## config.mk

```make
export PLATFORM = sky130hd
export DESIGN_NAME = gseq_series_acc
export DESIGN_NICKNAME = d
export VERILOG_FILES = /design/src/rtl/gseq_pkg.sv /design/src/rtl/gseq_sat_add.sv /design/src/rtl/gseq_series_acc.sv
export SDC_FILE = /design/constraint.sdc
export NUM_CORES = 1
export LEC_CHECK = 0
export ABC_AREA = 0
export BUFFER_PORTS_ARGS = -buffer_cell sky130_fd_sc_hd__clkbuf_2
export CAP_MARGIN = 20
export CORE_UTILIZATION = 35
export CTS_BUF_LIST = sky130_fd_sc_hd__clkbuf_2 sky130_fd_sc_hd__clkbuf_4 sky130_fd_sc_hd__clkbuf_8
export DETAILED_ROUTE_END_ITERATION = 10
export PLACE_DENSITY_LB_ADDON = 0.08
export SYNTH_ARGS = -nofsm -noshare
export SYNTH_HDL_FRONTEND = slang
export SYNTH_SLANG_ARGS = --single-unit
```

## constraint.sdc

```tcl
create_clock -name clk -period 5.8 [get_ports clk]
set_clock_uncertainty 0.15 [all_clocks]
set_input_delay 0.58 -clock clk [delete_from_list [all_inputs] [get_ports clk]]
set_output_delay 0.58 -clock clk [all_outputs]
set_load 0.01 [all_outputs]
```

## src/rtl/gseq_pkg.sv

```systemverilog
// Shared constants and types for the geometric-sequence term generator and
// its downstream series accumulator.
//   W        : term / partial-sum width
//   N        : default number of terms per sequence
//   OVF_WORD : sentinel word ("ovf") carried in place of a saturated value
//   MAX_WORD : all-ones word; a sum reaching it is treated as overflow
//   state_t  : accumulator FSM states
package gseq_pkg;

  localparam int unsigned W = 64;
  localparam int unsigned N = 10;

  localparam logic [W-1:0] OVF_WORD = 64'h0000_0000_006F_7666;
  localparam logic [W-1:0] MAX_WORD = '1;

  typedef enum logic {
    ACCUM = 1'b0,
    DRAIN = 1'b1
  } state_t;

endpackage

```

## src/rtl/gseq_sat_add.sv

```systemverilog
// Combinational saturating add for the series accumulator.
// Ports:
//   acc    : running sum so far
//   term   : incoming term (may be the OVF sentinel)
//   sticky : sequence has already overflowed
//   sum_c  : acc+term, or OVF_WORD when ovf_c is set
//   ovf_c  : sticky, sentinel term, carry-out, or sum equal to all-ones
module gseq_sat_add
  import gseq_pkg::*;
#(
  parameter int unsigned AW = gseq_pkg::W
) (
  input  logic [AW-1:0] acc,
  input  logic [AW-1:0] term,
  input  logic          sticky,
  output logic [AW-1:0] sum_c,
  output logic          ovf_c
);

  logic [AW:0] raw;

  // One extra bit captures the carry-out.
  assign raw = {1'b0, acc} + {1'b0, term};

  // The all-ones sum is reserved so a saturated value is never mistaken for data.
  assign ovf_c = sticky
              || (term == AW'(OVF_WORD))
              || raw[AW]
              || (raw[AW-1:0] == AW'(MAX_WORD));

  assign sum_c = ovf_c ? AW'(OVF_WORD) : raw[AW-1:0];

endmodule

```

## src/rtl/gseq_series_acc.sv

```systemverilog
// Series accumulator: turns a geometric term stream into running partial sums
// S_i = term_0 + ... + term_i, each emitted with its 1-based index. Overflow is
// sticky within a sequence and reported as the OVF sentinel.
// Ports:
//   clk, rst_n          : clock, async active-low reset
//   clear               : synchronous abort of the current sequence
//   in_valid/in_ready   : term handshake; in_term, in_last payload
//   out_valid/out_ready : partial-sum handshake; out_sum, out_idx, out_ovf,
//                         out_last payload
//   busy                : at least one term taken, sequence not finished
//   seq_done            : pulse after the final partial sum handshakes
module gseq_series_acc
  import gseq_pkg::*;
#(
  parameter int unsigned N  = gseq_pkg::N,
  parameter int unsigned SW = gseq_pkg::W
) (
  input  logic                     clk,
  input  logic                     rst_n,
  input  logic                     clear,
  input  logic                     in_valid,
  output logic                     in_ready,
  input  logic [SW-1:0]            in_term,
  input  logic                     in_last,
  output logic                     out_valid,
  input  logic                     out_ready,
  output logic [SW-1:0]            out_sum,
  output logic [$clog2(N+1)-1:0]   out_idx,
  output logic                     out_ovf,
  output logic                     out_last,
  output logic                     busy,
  output logic                     seq_done
);

  localparam int unsigned IW = $clog2(N + 1);

  state_t          state;
  logic [SW-1:0]   acc;
  logic [IW-1:0]   cnt;
  logic            sticky;
  logic            ready_en;

  logic [SW-1:0]   add_sum_c;
  logic            add_ovf_c;
  logic [IW-1:0]   cnt_nxt_c;
  logic            last_c;
  logic            accept_c;
  logic            out_hs_c;

  gseq_sat_add #(.AW(SW)) u_sat_add (
    .acc    (acc),
    .term   (in_term),
    .sticky (sticky),
    .sum_c  (add_sum_c),
    .ovf_c  (add_ovf_c)
  );

  // ready_en holds in_ready low through reset and until the first edge after it.
  assign in_ready  = ready_en && (state == ACCUM) && (!out_valid || out_ready);
  assign accept_c  = in_valid && in_ready;
  assign out_hs_c  = out_valid && out_ready;
  assign cnt_nxt_c = IW'(cnt + IW'(1));
  // The N-th term always closes the sequence, so the count cannot run past N.
  assign last_c    = in_last || (cnt_nxt_c == IW'(N));

  // Sequence state, accumulator and registered output beat.
  always_ff @(posedge clk or negedge rst_n) begin
    if (!rst_n) begin
      state     <= ACCUM;
      acc       <= '0;
      cnt       <= '0;
      sticky    <= 1'b0;
      ready_en  <= 1'b0;
      out_valid <= 1'b0;
      out_sum   <= '0;
      out_idx   <= '0;
      out_ovf   <= 1'b0;
      out_last  <= 1'b0;
      busy      <= 1'b0;
      seq_done  <= 1'b0;
    end else begin
      ready_en <= 1'b1;
      seq_done <= 1'b0;
      if (clear) begin
        // Abort wins over any handshake this cycle; a pending beat is dropped.
        state     <= ACCUM;
        acc       <= '0;
        cnt       <= '0;
        sticky    <= 1'b0;
        out_valid <= 1'b0;
        out_sum   <= '0;
        out_idx   <= '0;
        out_ovf   <= 1'b0;
        out_last  <= 1'b0;
        busy      <= 1'b0;
      end else begin
        if (out_hs_c) begin
          out_valid <= 1'b0;
          if (out_last) begin
            state    <= ACCUM;
            acc      <= '0;
            cnt      <= '0;
            sticky   <= 1'b0;
            busy     <= 1'b0;
            seq_done <= 1'b1;
          end
        end
        // Accept is only possible in ACCUM, so it never collides with the
        // final-beat cleanup above; a same-cycle handshake is simply replaced.
        if (accept_c) begin
          out_valid <= 1'b1;
          out_sum   <= add_sum_c;
          out_idx   <= cnt_nxt_c;
          out_ovf   <= add_ovf_c;
          out_last  <= last_c;
          cnt       <= cnt_nxt_c;
          busy      <= 1'b1;
          if (add_ovf_c) begin
            sticky <= 1'b1;
          end else begin
            acc <= add_sum_c;
          end
          if (last_c) begin
            state <= DRAIN;
          end
        end
      end
    end
  end

endmodule

```

==> flow_summary.rst, run 1 <==
.. list-table::
   :header-rows: 1

   * - Metric
     - Value
   * - Result of the run
     - finished, violations left
   * - Violations in the final reports
     - negative hold slack
   * - Category of the worst setup path launch point
     - flip-flop
   * - WL/cell
     - 23.4 um
   * - Static leakage
     - 5.47 nW
   * - Clock tree from TritonCTS
     - built
   * - Count of warnings emitted by yosys
     - 0
   * - Area Growth Syn to Fin
     - 15.9%
   * - Via/cell ratio
     - 6.03
   * - Clock network power share
     - 28.6%
   * - Critical setup path kind
     - reg2reg
   * - Maximum number of buffers from clock root to sink
     - 2
   * - Clock transition at the register clock pins on the worst setup and hold paths after CTS
     - 120 ps
   * - Fraction of power consumed by sequential logic
     - 37.5%
   * - Antenna violations before repair
     - 0
   * - Count of hold-fix buffers inserted at cts
     - 0
   * - Worst Path Required
     - 6020 ps
   * - Die extent in x
     - 173 um
   * - Async SR Flop Fraction
     - 100%
   * - First-iteration detailed-routing DRC count
     - 765
   * - Post CTS Setup Buffer Count
     - 0
   * - Setup repair after global routing missed its margin
     - no
   * - Share of total power in combinational logic
     - 33.9%
   * - Gr usage total
     - 25.9%
   * - Portion of the clock cycle consumed by the worst path in the final layout
     - 85.4%
   * - Number of enable-type register cells in the synthesized netlist
     - 0
   * - Antenna Cells
     - 0
   * - Count of pins on the block boundary
     - 144
   * - Register bit total from synthesis
     - 144
   * - Remaining antenna violation count after routing
     - 0
   * - Worst setup EP type
     - flip-flop
   * - Endpoints failing hold
     - 2
   * - Max capacitance violation total
     - 0
   * - Routability Congestion
     - 0.947
   * - Dominant register cell in the synthesized netlist
     - sky130_fd_sc_hd__dfrtp_1
   * - Sw Share
     - 40.7%
   * - Overflow left after global routing
     - 0
   * - Sequential area share after synthesis
     - 35.2%
   * - Slew Limit Fails
     - 0
   * - Buffers added on ports
     - 143
   * - Worst hold margin
     - -22.8 ps
   * - Number of distinct library cell variants in the gate-level netlist after synthesis
     - 90
   * - Final critical-path required period
     - 4950 ps
   * - Die area
     - 29,900 sq um
   * - Number of clock sinks
     - 144
   * - Wire length of the first global-routing pass
     - 59.3 mm
   * - Layout Cells excl Fill
     - 1,658
   * - Cell area power density
     - 254 nW/um^2
   * - Via count of the first global-routing pass
     - 9,647
   * - Cell area after layout
     - 11,800 sq um
   * - VDD IR-drop max
     - 0.000102 V
   * - Fraction of final layout cells sized beyond drive strength 1
     - 18.8%
   * - Hold Path Class
     - in2async
   * - Top achievable clock speed
     - 202 MHz
   * - Buffer type at the clock tree root
     - sky130_fd_sc_hd__clkbuf_8
   * - Average cell area after synthesis
     - 9.08 sq um
   * - Site Rows
     - 62
   * - Final #Nets
     - 1,398
   * - Number of buffers created by CTS
     - 17
   * - Cells after Synth
     - 1,126
   * - Relative slew slack
     - 36.2%
   * - Worst-skew pair later-pin latency
     - 490 ps
   * - Transition time of the tightest slew-check pin
     - 943 ps
   * - Detailed-route via count
     - 9,991
   * - CTS H-tree lvls
     - 4
   * - WP data arrival
     - 5170 ps
   * - Cells resized by post-CTS repair
     - 0
   * - Core Area
     - 28,700 sq um
   * - Final wirelength
     - 38.8 mm
   * - Initial standard-cell utilization of the core
     - 35.6%
   * - Mapped Nets
     - 1,263
   * - Final setup violation count
     - 0
   * - Cell internal power dissipation
     - 1.79 mW
   * - Die extent in y
     - 173 um
   * - Placed Instance Area
     - 11,500 sq um
   * - Top library cells by usage in the layout, fill and taps aside
     - sky130_fd_sc_hd__dfrtp_1, sky130_fd_sc_hd__clkbuf_2, sky130_fd_sc_hd__nand2_1, sky130_fd_sc_hd__nor2_1, sky130_fd_sc_hd__a21oi_1
   * - Largest net degree at the start of global routing
     - 94
   * - Instance count after placement with tap cells included
     - 1,626
   * - Area of the mapped netlist
     - 10,200 sq um
   * - HPWL after DPL
     - 30.3 mm
   * - Detailed-router iteration count before antenna repair
     - 5
   * - Post-detailed-route DRC marker count
     - 0
   * - Crit Path Max Fanout
     - 51
   * - Final setup TNS
     - 0 ps
   * - Leading cell type in the layout, fill and taps excluded
     - sky130_fd_sc_hd__dfrtp_1
   * - Net Sw Power
     - 1.23 mW
==> cells in the mapped netlist, drive strengths merged (4+ instances only) <==
library cell | n | area [sq um]
o211ai | 10 | 80.1
dfrtp | 144 | 3600
nor3b | 4 | 35.0
o211a | 4 | 40.0
a21o | 17 | 128
o31ai | 8 | 65.1
o2111ai | 5 | 43.8
a32oi | 4 | 35.0
a311oi | 8 | 76.3
xor2 | 25 | 219
a32o | 59 | 591
a31oi | 9 | 56.3
nor4b | 4 | 35.0
buf | 33 | 183
xnor2 | 31 | 279
o21bai | 4 | 30.0
nand2 | 105 | 394
o21a | 21 | 158
mux2i | 5 | 50.1
ha | 66 | 826
nand3 | 24 | 120
nor2b | 6 | 37.5
nand4 | 32 | 221
clkbuf | 28 | 106
a22o | 49 | 429
o21ai | 72 | 360
and4 | 7 | 63.8
a211oi | 13 | 103
a31o | 4 | 35.0
and2 | 4 | 25.0
a21oi | 90 | 454
nor2 | 101 | 382
nor4 | 22 | 165
and3 | 10 | 62.6
nor3 | 24 | 131
or2 | 4 | 25.0
inv | 15 | 56.3
or3 | 8 | 50.1
==> state kept, by name, indices dropped and copies added, names as in the netlist, 4 cells and up <==
name and cells:
out_sum 64, acc 64, cnt 4, out_idx 4
==> power by group through the flow <==
stage / clock network, mW / logic, mW / registers [mW]
floorplan: 0 / 0.610 / 1.15
global placement: 0 / 1.01 / 1.15
detailed placement: 0 / 1.01 / 1.15
CTS: 0.885 / 1.01 / 1.13
global route: 0.913 / 1.11 / 1.14
finish: 0.863 / 1.02 / 1.13
==> final cells by class <==
cell class,instances,area [sq um]
clock buffer,17,234
clock inverter,15,148
fill,2956,16900
inverter,15,56.3
multi-input combinational,906,6300
sequential,144,3600
tap,384,480
timing repair buffer,177,1030
==> worst max-delay path, stage by stage (launching register included) <==
cell and delay (ps):
sky130_fd_sc_hd__dfrtp_1 400, sky130_fd_sc_hd__ha_1 440, sky130_fd_sc_hd__a21o_1 280, sky130_fd_sc_hd__a311o_1 350, sky130_fd_sc_hd__a21oi_2 270, sky130_fd_sc_hd__o211ai_1 240, sky130_fd_sc_hd__o2111a_1 390, sky130_fd_sc_hd__o41ai_2 520
sky130_fd_sc_hd__xnor2_1 290, sky130_fd_sc_hd__nand4_1 160, sky130_fd_sc_hd__nor4_2 440, sky130_fd_sc_hd__and4_4 330, sky130_fd_sc_hd__nor3_4 60, sky130_fd_sc_hd__buf_12 200, sky130_fd_sc_hd__a22o_1 260
==> cells by family after synthesis <==
family	count (synthesis)	synth area share [%]
AOI/OAI and AO/OA	411	29.6
and+or+nand+nor	366	18.1
DFF	144	35.2
buffers and inverters	76	3.38
adders and majority gates	67	8.27
xor gates and xnor gates	56	4.87
muxes	5	0.490
other	1	0.0367
==> metrics by stage <==
step,worst slack (ps),power (mW),util (%)
floorplan,1550,1.76,-
global route,645,3.16,41.3
global placement,605,2.16,40.0
finish,849,3.01,41.3
CTS,918,3.03,41.3
detailed placement,641,2.16,40.0
==> worst paths after layout <==
check                      depth (start not counted)                   start                      end  slack, ps
min in group clk                                   3                 in_last     out_last$_DFFE_PN0P_        170
setup / recovery                                  14        acc[8]$_DFF_PN0_  out_sum[39]$_DFFE_PN0P_        850
hold reg to reg                                    1  out_idx[3]$_DFFE_PN0P_   out_idx[3]$_DFFE_PN0P_        340
setup reg to reg                                  14        acc[8]$_DFF_PN0_  out_sum[39]$_DFFE_PN0P_        850
max in group asynchronous                          2                   rst_n        acc[40]$_DFF_PN0_       4220
hold / removal                                     1                   rst_n       seq_done$_DFF_PN0_        -20
==> metal layers <==
layer  track usage [%]  part of all wire [%]  vias to the layer above
met5                 0                     0                        -
met4              6.82                   1.9                        0
met3              3.19                   4.2                       53
met2              40.1                    45                      294
met1              37.9                    49                     4985
li1                  -                     -                     4659
Power figures use the tool's default switching activity.
==> inputs of run 2 (changes only) <==
==> constraint.sdc (replaced) <==
create_clock -name clk -period 4.95 [get_ports clk]
set_clock_uncertainty 0.15 [all_clocks]
set_input_delay 0.495 -clock clk [delete_from_list [all_inputs] [get_ports clk]]
set_output_delay 0.495 -clock clk [all_outputs]
set_load 0.01 [all_outputs]
==> run 2 against run 1 <==
The flow now finishes without violations. Clock-buffer cell count stayed put. Flip-flop and latch count stayed put. Cell count is 5.1% higher. Routed wire length is 0.48% lower. Die area stayed put. Clock power is 18% higher. Non-clock buffer count is 84 higher. Worst setup slack worse by 670 ps. Highest routed layer unchanged. Sequential power is 17% higher. Fmax is 3.7% higher. Register-to-register slack worse by 670 ps. Critical endpoint is now out_sum[45]$_DFFE_PN0P_. Worst hold slack better by 120 ps.
==> flow_summary.rst, run 2 (synthesized netlist as in run 1, its figures left out) <==
.. list-table::
   :header-rows: 1

   * - Metric
     - Value
   * - Result of the run
     - finished clean
   * - Remaining antenna violation count after routing
     - 0
   * - Net Sw Power
     - 1.41 mW
   * - Fillers
     - 2,928
   * - WP data arrival
     - 4990 ps
   * - Maximum number of buffers from clock root to sink
     - 2
   * - Final setup TNS
     - 0 ps
   * - Static leakage
     - 5.89 nW
   * - CTS H-tree lvls
     - 4
   * - Die extent in y
     - 173 um
   * - Cell count of the worst reg-to-reg path
     - 15
   * - CP Cell Sequence
     - ha_1, a21o_1, a311o_1, a21oi_2, o211ai_1, o2111a_1, o41ai_2, xnor2_1, nand4_1, nor4_2, and4_4, nor3_4, buf_4, buf_12, a22o_1
   * - Number of clock sinks
     - 144
   * - Worst setup EP type
     - flip-flop
   * - Portion of the clock cycle consumed by the worst path in the final layout
     - 96.4%
   * - Category of the worst setup path launch point
     - flip-flop
   * - Core Area
     - 28,700 sq um
   * - Top flop regs
     - acc: 64 flops, out_sum: 64 flops
   * - Max capacitance violation total
     - 0
   * - Crit Path Max Fanout
     - 30
   * - Gr usage total
     - 26.3%
   * - Overflow left after global routing
     - 0
   * - Fraction of power consumed by sequential logic
     - 36.1%
   * - Reg2reg start
     - acc[6]$_DFF_PN0_
   * - Via/cell ratio
     - 5.83
   * - Area used by multi-input combinational logic
     - 6310 sq um
   * - Die area
     - 29,900 sq um
   * - Delay of the slowest critical-path stage
     - 520 ps
   * - Final setup violation count
     - 0
   * - Fraction of final layout cells sized beyond drive strength 1
     - 23.9%
   * - Top library cells by usage in the layout, fill and taps aside
     - sky130_fd_sc_hd__dfrtp_1, sky130_fd_sc_hd__clkbuf_2, sky130_fd_sc_hd__buf_4, sky130_fd_sc_hd__nand2_1, sky130_fd_sc_hd__nor2_1
   * - Leading cell type in the layout, fill and taps excluded
     - sky130_fd_sc_hd__dfrtp_1
   * - Via count of the first global-routing pass
     - 10,000
   * - HPWL after DPL
     - 30.5 mm
   * - Worst hold path cell count
     - 3
   * - Final wirelength
     - 38.6 mm
   * - Relative slew slack
     - 43.7%
   * - First-iteration detailed-routing DRC count
     - 773
   * - Largest net degree at the start of global routing
     - 75
   * - Initial standard-cell utilization of the core
     - 35.6%
   * - Top achievable clock speed
     - 209 MHz
   * - Final critical-path required period
     - 4770 ps
   * - Die extent in x
     - 173 um
   * - Cell internal power dissipation
     - 2.26 mW
   * - Endpoints failing hold
     - 0
   * - Detailed-router iteration count before antenna repair
     - 5
   * - Hold path startpoint
     - in_last
   * - Clock tree from TritonCTS
     - built
   * - Transition time of the tightest slew-check pin
     - 845 ps
   * - Area Growth Syn to Fin
     - 22.6%
   * - WL/cell
     - 22.2 um
   * - Routability Congestion
     - 0.947
   * - Number of buffers created by CTS
     - 17
   * - Clock network power share
     - 27.9%
   * - Post-detailed-route DRC marker count
     - 0
   * - Share of total power in combinational logic
     - 36.1%
   * - Detailed-route via count
     - 10,100
   * - Layout Cells excl Fill
     - 1,742
   * - Clock transition at the register clock pins on the worst setup and hold paths after CTS
     - 90 ps
   * - Worst Path Required
     - 5160 ps
   * - Count of pins on the block boundary
     - 144
   * - Flip-flop and latch area
     - 3600 sq um
   * - Slew Limit Fails
     - 0
   * - VDD IR-drop max
     - 0.000184 V
   * - Slowest stage cell on the critical path
     - sky130_fd_sc_hd__o41ai_2
   * - Critical setup path kind
     - reg2reg
   * - Cell area power density
     - 293 nW/um^2
   * - Instance count after placement with tap cells included
     - 1,704
   * - Antenna Cells
     - 0
   * - Buffer type at the clock tree root
     - sky130_fd_sc_hd__clkbuf_8
   * - Site Rows
     - 62
   * - Crit path from
     - acc[6]$_DFF_PN0_
   * - Hold Path Class
     - in2reg
   * - Antenna violations before repair
     - 0
   * - Wire length of the first global-routing pass
     - 60.4 mm
   * - Worst-skew pair later-pin latency
     - 490 ps
   * - Buffers added on ports
     - 143
   * - Sw Share
     - 38.5%
   * - Final #Nets
     - 1,482
-- run 2: final cells by class --
class                   count  area share, %
inverters                  15          0.449
well taps                 384           3.83
multi-input cells         906           50.4
repair buffers            261           13.3
clock buffers              17           1.87
clock inverters            15           1.38
flip-flops and latches    144           28.8
-- run 2: timing repair --
action,CTS,global route
endpoints found under the hold margin,72,0
setup buffers,0,4
hold buffers,1,0
resized for setup,0,2
endpoints found under the setup margin,0,110
-- run 2: worst paths after layout --
| path | slack [ps] | to |
|---|---|---|
| setup / recovery | 180 | out_sum[45]$_DFFE_PN0P_ |
| hold / removal | 100 | out_last$_DFFE_PN0P_ |
| setup reg to reg | 180 | out_sum[45]$_DFFE_PN0P_ |
| hold reg to reg | 330 | busy$_DFFE_PN0P_ |
| max in group asynchronous | 3190 | acc[26]$_DFF_PN0_ |
| min in group asynchronous | 430 | seq_done$_DFF_PN0_ |
-- run 2: through the flow --
step	setup slack, ps	util (%)	hold WS (ps)	instance area [sq um]	power (mW)
6_report	177	43.7	95.8	12500	3.67
5_1_grt	-0.701	43.7	65.6	12500	3.89
4_1_cts	127	43.4	67.6	12500	3.69
3_5_place_dp	-76.2	42.0	317	12100	2.65
3_3_place_gp	-70.8	42.0	311	12100	2.66
2_1_floorplan	784	-	49.4	10200	2.07
-- run 2: layer usage --
metal	part of all wire, %	wire [um]	track usage, %
met1	50	19100	38.9
met2	43	16700	39.3
met3	4.8	1850	3.96
met4	2.3	879	8.04
met5	0	0	0
-- run 2: power by group through the flow --
| stage | Sequential, mW | Combinational [mW] | Clock (mW) |
|---|---|---|---|
| floorplan | 1.35 | 0.715 | 0 |
| global placement | 1.35 | 1.31 | 0 |
| detailed placement | 1.35 | 1.30 | 0 |
| CTS | 1.32 | 1.31 | 1.05 |
| global route | 1.34 | 1.44 | 1.11 |
| finish | 1.32 | 1.32 | 1.02 |
-- run 2: worst max-delay path, delay by kind of cell, from the launching register on --
| family | cells | cell delay, ps |
|---|---|---|
| simple gates | 4 | 870 |
| xor+xnor | 1 | 290 |
| fa+ha+maj | 1 | 370 |
| buf+inv | 2 | 320 |
| compound gates | 7 | 2240 |
| flops | 1 | 410 |
==> inputs of run 3 (changes only) <==
--- a/config.mk
+++ b/config.mk
@@ -11,7 +11,6 @@
 export CORE_UTILIZATION = 35
 export CTS_BUF_LIST = sky130_fd_sc_hd__clkbuf_2 sky130_fd_sc_hd__clkbuf_4 sky130_fd_sc_hd__clkbuf_8
 export DETAILED_ROUTE_END_ITERATION = 10
-export PLACE_DENSITY_LB_ADDON = 0.08
 export SYNTH_ARGS = -nofsm -noshare
 export SYNTH_HDL_FRONTEND = slang
 export SYNTH_SLANG_ARGS = --single-unit
==> run 3 against run 2 <==
Clock power hardly changed. Combinational power is essentially flat. Global-route usage down 0.52 points. Register-to-register slack better by 70 ps. Worst hold slack better by 33 ps.
==> flow_summary.rst, run 3 (synthesized netlist as in run 1, its figures left out) <==
.. list-table::
   :header-rows: 1

   * - Metric
     - Value
   * - Cell count of the worst reg-to-reg path
     - 15
   * - Pre-CTS worst setup slack
     - 34.6 ps
   * - Least setup slack across all paths after layout
     - 247 ps
   * - Largest net degree at the start of global routing
     - 71
   * - Core Area
     - 28,700 sq um
   * - Routability Congestion
     - 0.947
   * - Fraction of final layout cells sized beyond drive strength 1
     - 23.1%
   * - Detailed-router iteration count before antenna repair
     - 5
   * - Buffers added on ports
     - 143
   * - Worst-skew pair later-pin latency
     - 490 ps
   * - Endpoints failing hold
     - 0
   * - Crit path from
     - acc[3]$_DFF_PN0_
   * - Leading cell type in the layout, fill and taps excluded
     - sky130_fd_sc_hd__dfrtp_1
   * - Clock transition at the register clock pins on the worst setup and hold paths after CTS
     - 90 ps
   * - Top flop regs
     - acc: 64 flops, out_sum: 64 flops
   * - VDD IR-drop max
     - 0.000146 V
   * - Site Rows
     - 62
   * - Slowest stage cell on the critical path
     - sky130_fd_sc_hd__a2111oi_4
   * - Clock tree from TritonCTS
     - built
   * - Count of pins on the block boundary
     - 144
   * - CP Cell Sequence
     - ha_1, and2_1, a221o_1, buf_4, o211ai_1, a311oi_2, a2111oi_4, xnor2_1, and4_1, nand4_1, nor4_2, and4_4, nor3_4, buf_12, a22o_1
   * - Worst hold margin
     - 129 ps
   * - WL/cell
     - 22.1 um
   * - Hold Path Class
     - in2reg
   * - Antenna violations before repair
     - 1
   * - Top library cells by usage in the layout, fill and taps aside
     - sky130_fd_sc_hd__dfrtp_1, sky130_fd_sc_hd__clkbuf_2, sky130_fd_sc_hd__nand2_1, sky130_fd_sc_hd__buf_4, sky130_fd_sc_hd__nor2_1
   * - Worst setup EP type
     - flip-flop
   * - Family with the most delay on the worst path
     - compound AO/OA/AOI/OAI gates
   * - Delay of the slowest critical-path stage
     - 570 ps
   * - Result of the run
     - finished clean
   * - Final setup TNS
     - 0 ps
   * - Crit Path Max Fanout
     - 28
   * - Final #Nets
     - 1,471
   * - Via count of the first global-routing pass
     - 10,100
   * - Critical setup path kind
     - reg2reg
   * - Via/cell ratio
     - 5.92
   * - Number of buffers created by CTS
     - 17
   * - Relative slew slack
     - 39.7%
   * - Buffer type at the clock tree root
     - sky130_fd_sc_hd__clkbuf_8
   * - Final wirelength
     - 38.3 mm
   * - Final critical-path required period
     - 4700 ps
   * - Initial standard-cell utilization of the core
     - 35.6%
   * - Worst Path Required
     - 5160 ps
   * - Max capacitance violation total
     - 0
   * - HPWL after DPL
     - 30.0 mm
   * - CTS H-tree lvls
     - 4
   * - Transition time of the tightest slew-check pin
     - 904 ps
   * - Util after Layout
     - 43.4%
   * - Remaining antenna violation count after routing
     - 0
   * - Wire length of the first global-routing pass
     - 59.5 mm
   * - Final setup violation count
     - 0
   * - Detailed-route via count
     - 10,300
   * - Top achievable clock speed
     - 213 MHz
   * - Count of buffer and inverter cells on the critical path
     - 2
   * - Worst hold path cell count
     - 3
   * - Post-detailed-route DRC marker count
     - 0
   * - First-iteration detailed-routing DRC count
     - 909
   * - Setup repair after global routing missed its margin
     - no
   * - Static leakage
     - 5.83 nW
   * - Die extent in y
     - 173 um
   * - WP data arrival
     - 4910 ps
   * - Gr usage total
     - 25.8%
   * - Hold Path End
     - out_last$_DFFE_PN0P_
   * - Portion of the clock cycle consumed by the worst path in the final layout
     - 95.0%
   * - Overflow left after global routing
     - 0
   * - Hold path startpoint
     - in_last
   * - Area Growth Syn to Fin
     - 21.8%
   * - Total power
     - 3.62 mW
   * - Cell area power density
     - 291 nW/um^2
   * - Die area
     - 29,900 sq um
   * - Category of the worst setup path launch point
     - flip-flop
   * - Slew Limit Fails
     - 0
   * - Reg2reg start
     - acc[3]$_DFF_PN0_
   * - Destination of the worst register-to-register timing path
     - out_sum[40]$_DFFE_PN0P_
   * - Reg2reg setup slack
     - 250 ps
   * - Post CTS Setup Buffer Count
     - 0
   * - Die extent in x
     - 173 um
   * - Maximum number of buffers from clock root to sink
     - 2
   * - Number of clock sinks
     - 144
-- run 3: changes by cell type in the layout (fill, tap and decap cells not counted), sizes merged --
cell    change
buf        -11
inv         -3
clkinv      +2
diode       +1
-- run 3: metrics by stage --
step	area (sq um)	cells
after floorplan	10200	1126
after global placement	12000	1698
after detailed placement	12000	1698
after CTS	12400	1730
after global routing	12400	1730
final	12400	1731
-- run 3: layer usage --
layer | vias to the layer above | part of all wire (%) | global-route usage (%)
li1 | 4787 | - | -
met5 | - | 0 | 0
met4 | 0 | 2.1 | 7.74
met3 | 44 | 5.5 | 4.35
met1 | 5066 | 48 | 36.5
met2 | 357 | 45 | 40.1
-- run 3: power by group --
part           total [mW]  internal (mW)  switching (mW)  leakage (nW)
combinational        1.30          0.512           0.792          3.67
sequential           1.33           1.26          0.0610          1.96
clock               0.994          0.455           0.540         0.195
-- run 3: layout make-up --
class | count | area [sq um]
Antenna cell | 1 | 2.50
Clock buffer | 17 | 234
Clock inverter | 14 | 158
Fill cell | 2900 | 16300
Inverter | 15 | 56.3
Multi-Input combinational cell | 906 | 6310
Sequential cell | 144 | 3600
Tap cell | 384 | 480
Timing Repair Buffer | 250 | 1600
-- run 3: worst max-delay path by stage --
stage | end | slack [ps] | depth (start not counted)
after floorplan | acc[34]$_DFF_PN0_ | 780 | 15
after global placement | out_sum[53]$_DFFE_PN0P_ | 7 | 16
after detailed placement | out_sum[53]$_DFFE_PN0P_ | 30 | 16
after CTS | out_sum[35]$_DFFE_PN0P_ | 250 | 17
after global routing | out_sum[50]$_DFFE_PN0P_ | 20 | 15
final | out_sum[40]$_DFFE_PN0P_ | 250 | 15
-- run 3: tightest hold or removal path, stage by stage --
cell                       delay, ps
sky130_fd_sc_hd__clkbuf_2         80
sky130_fd_sc_hd__a32oi_1          70
sky130_fd_sc_hd__nand2_1          60
-- run 3: timing repair --
action                                  4_1_cts  5_1_grt
endpoints found under the hold margin        56        0
hold buffers                                  1        0
endpoints found under the setup margin        0       49
resized for setup                             0        1
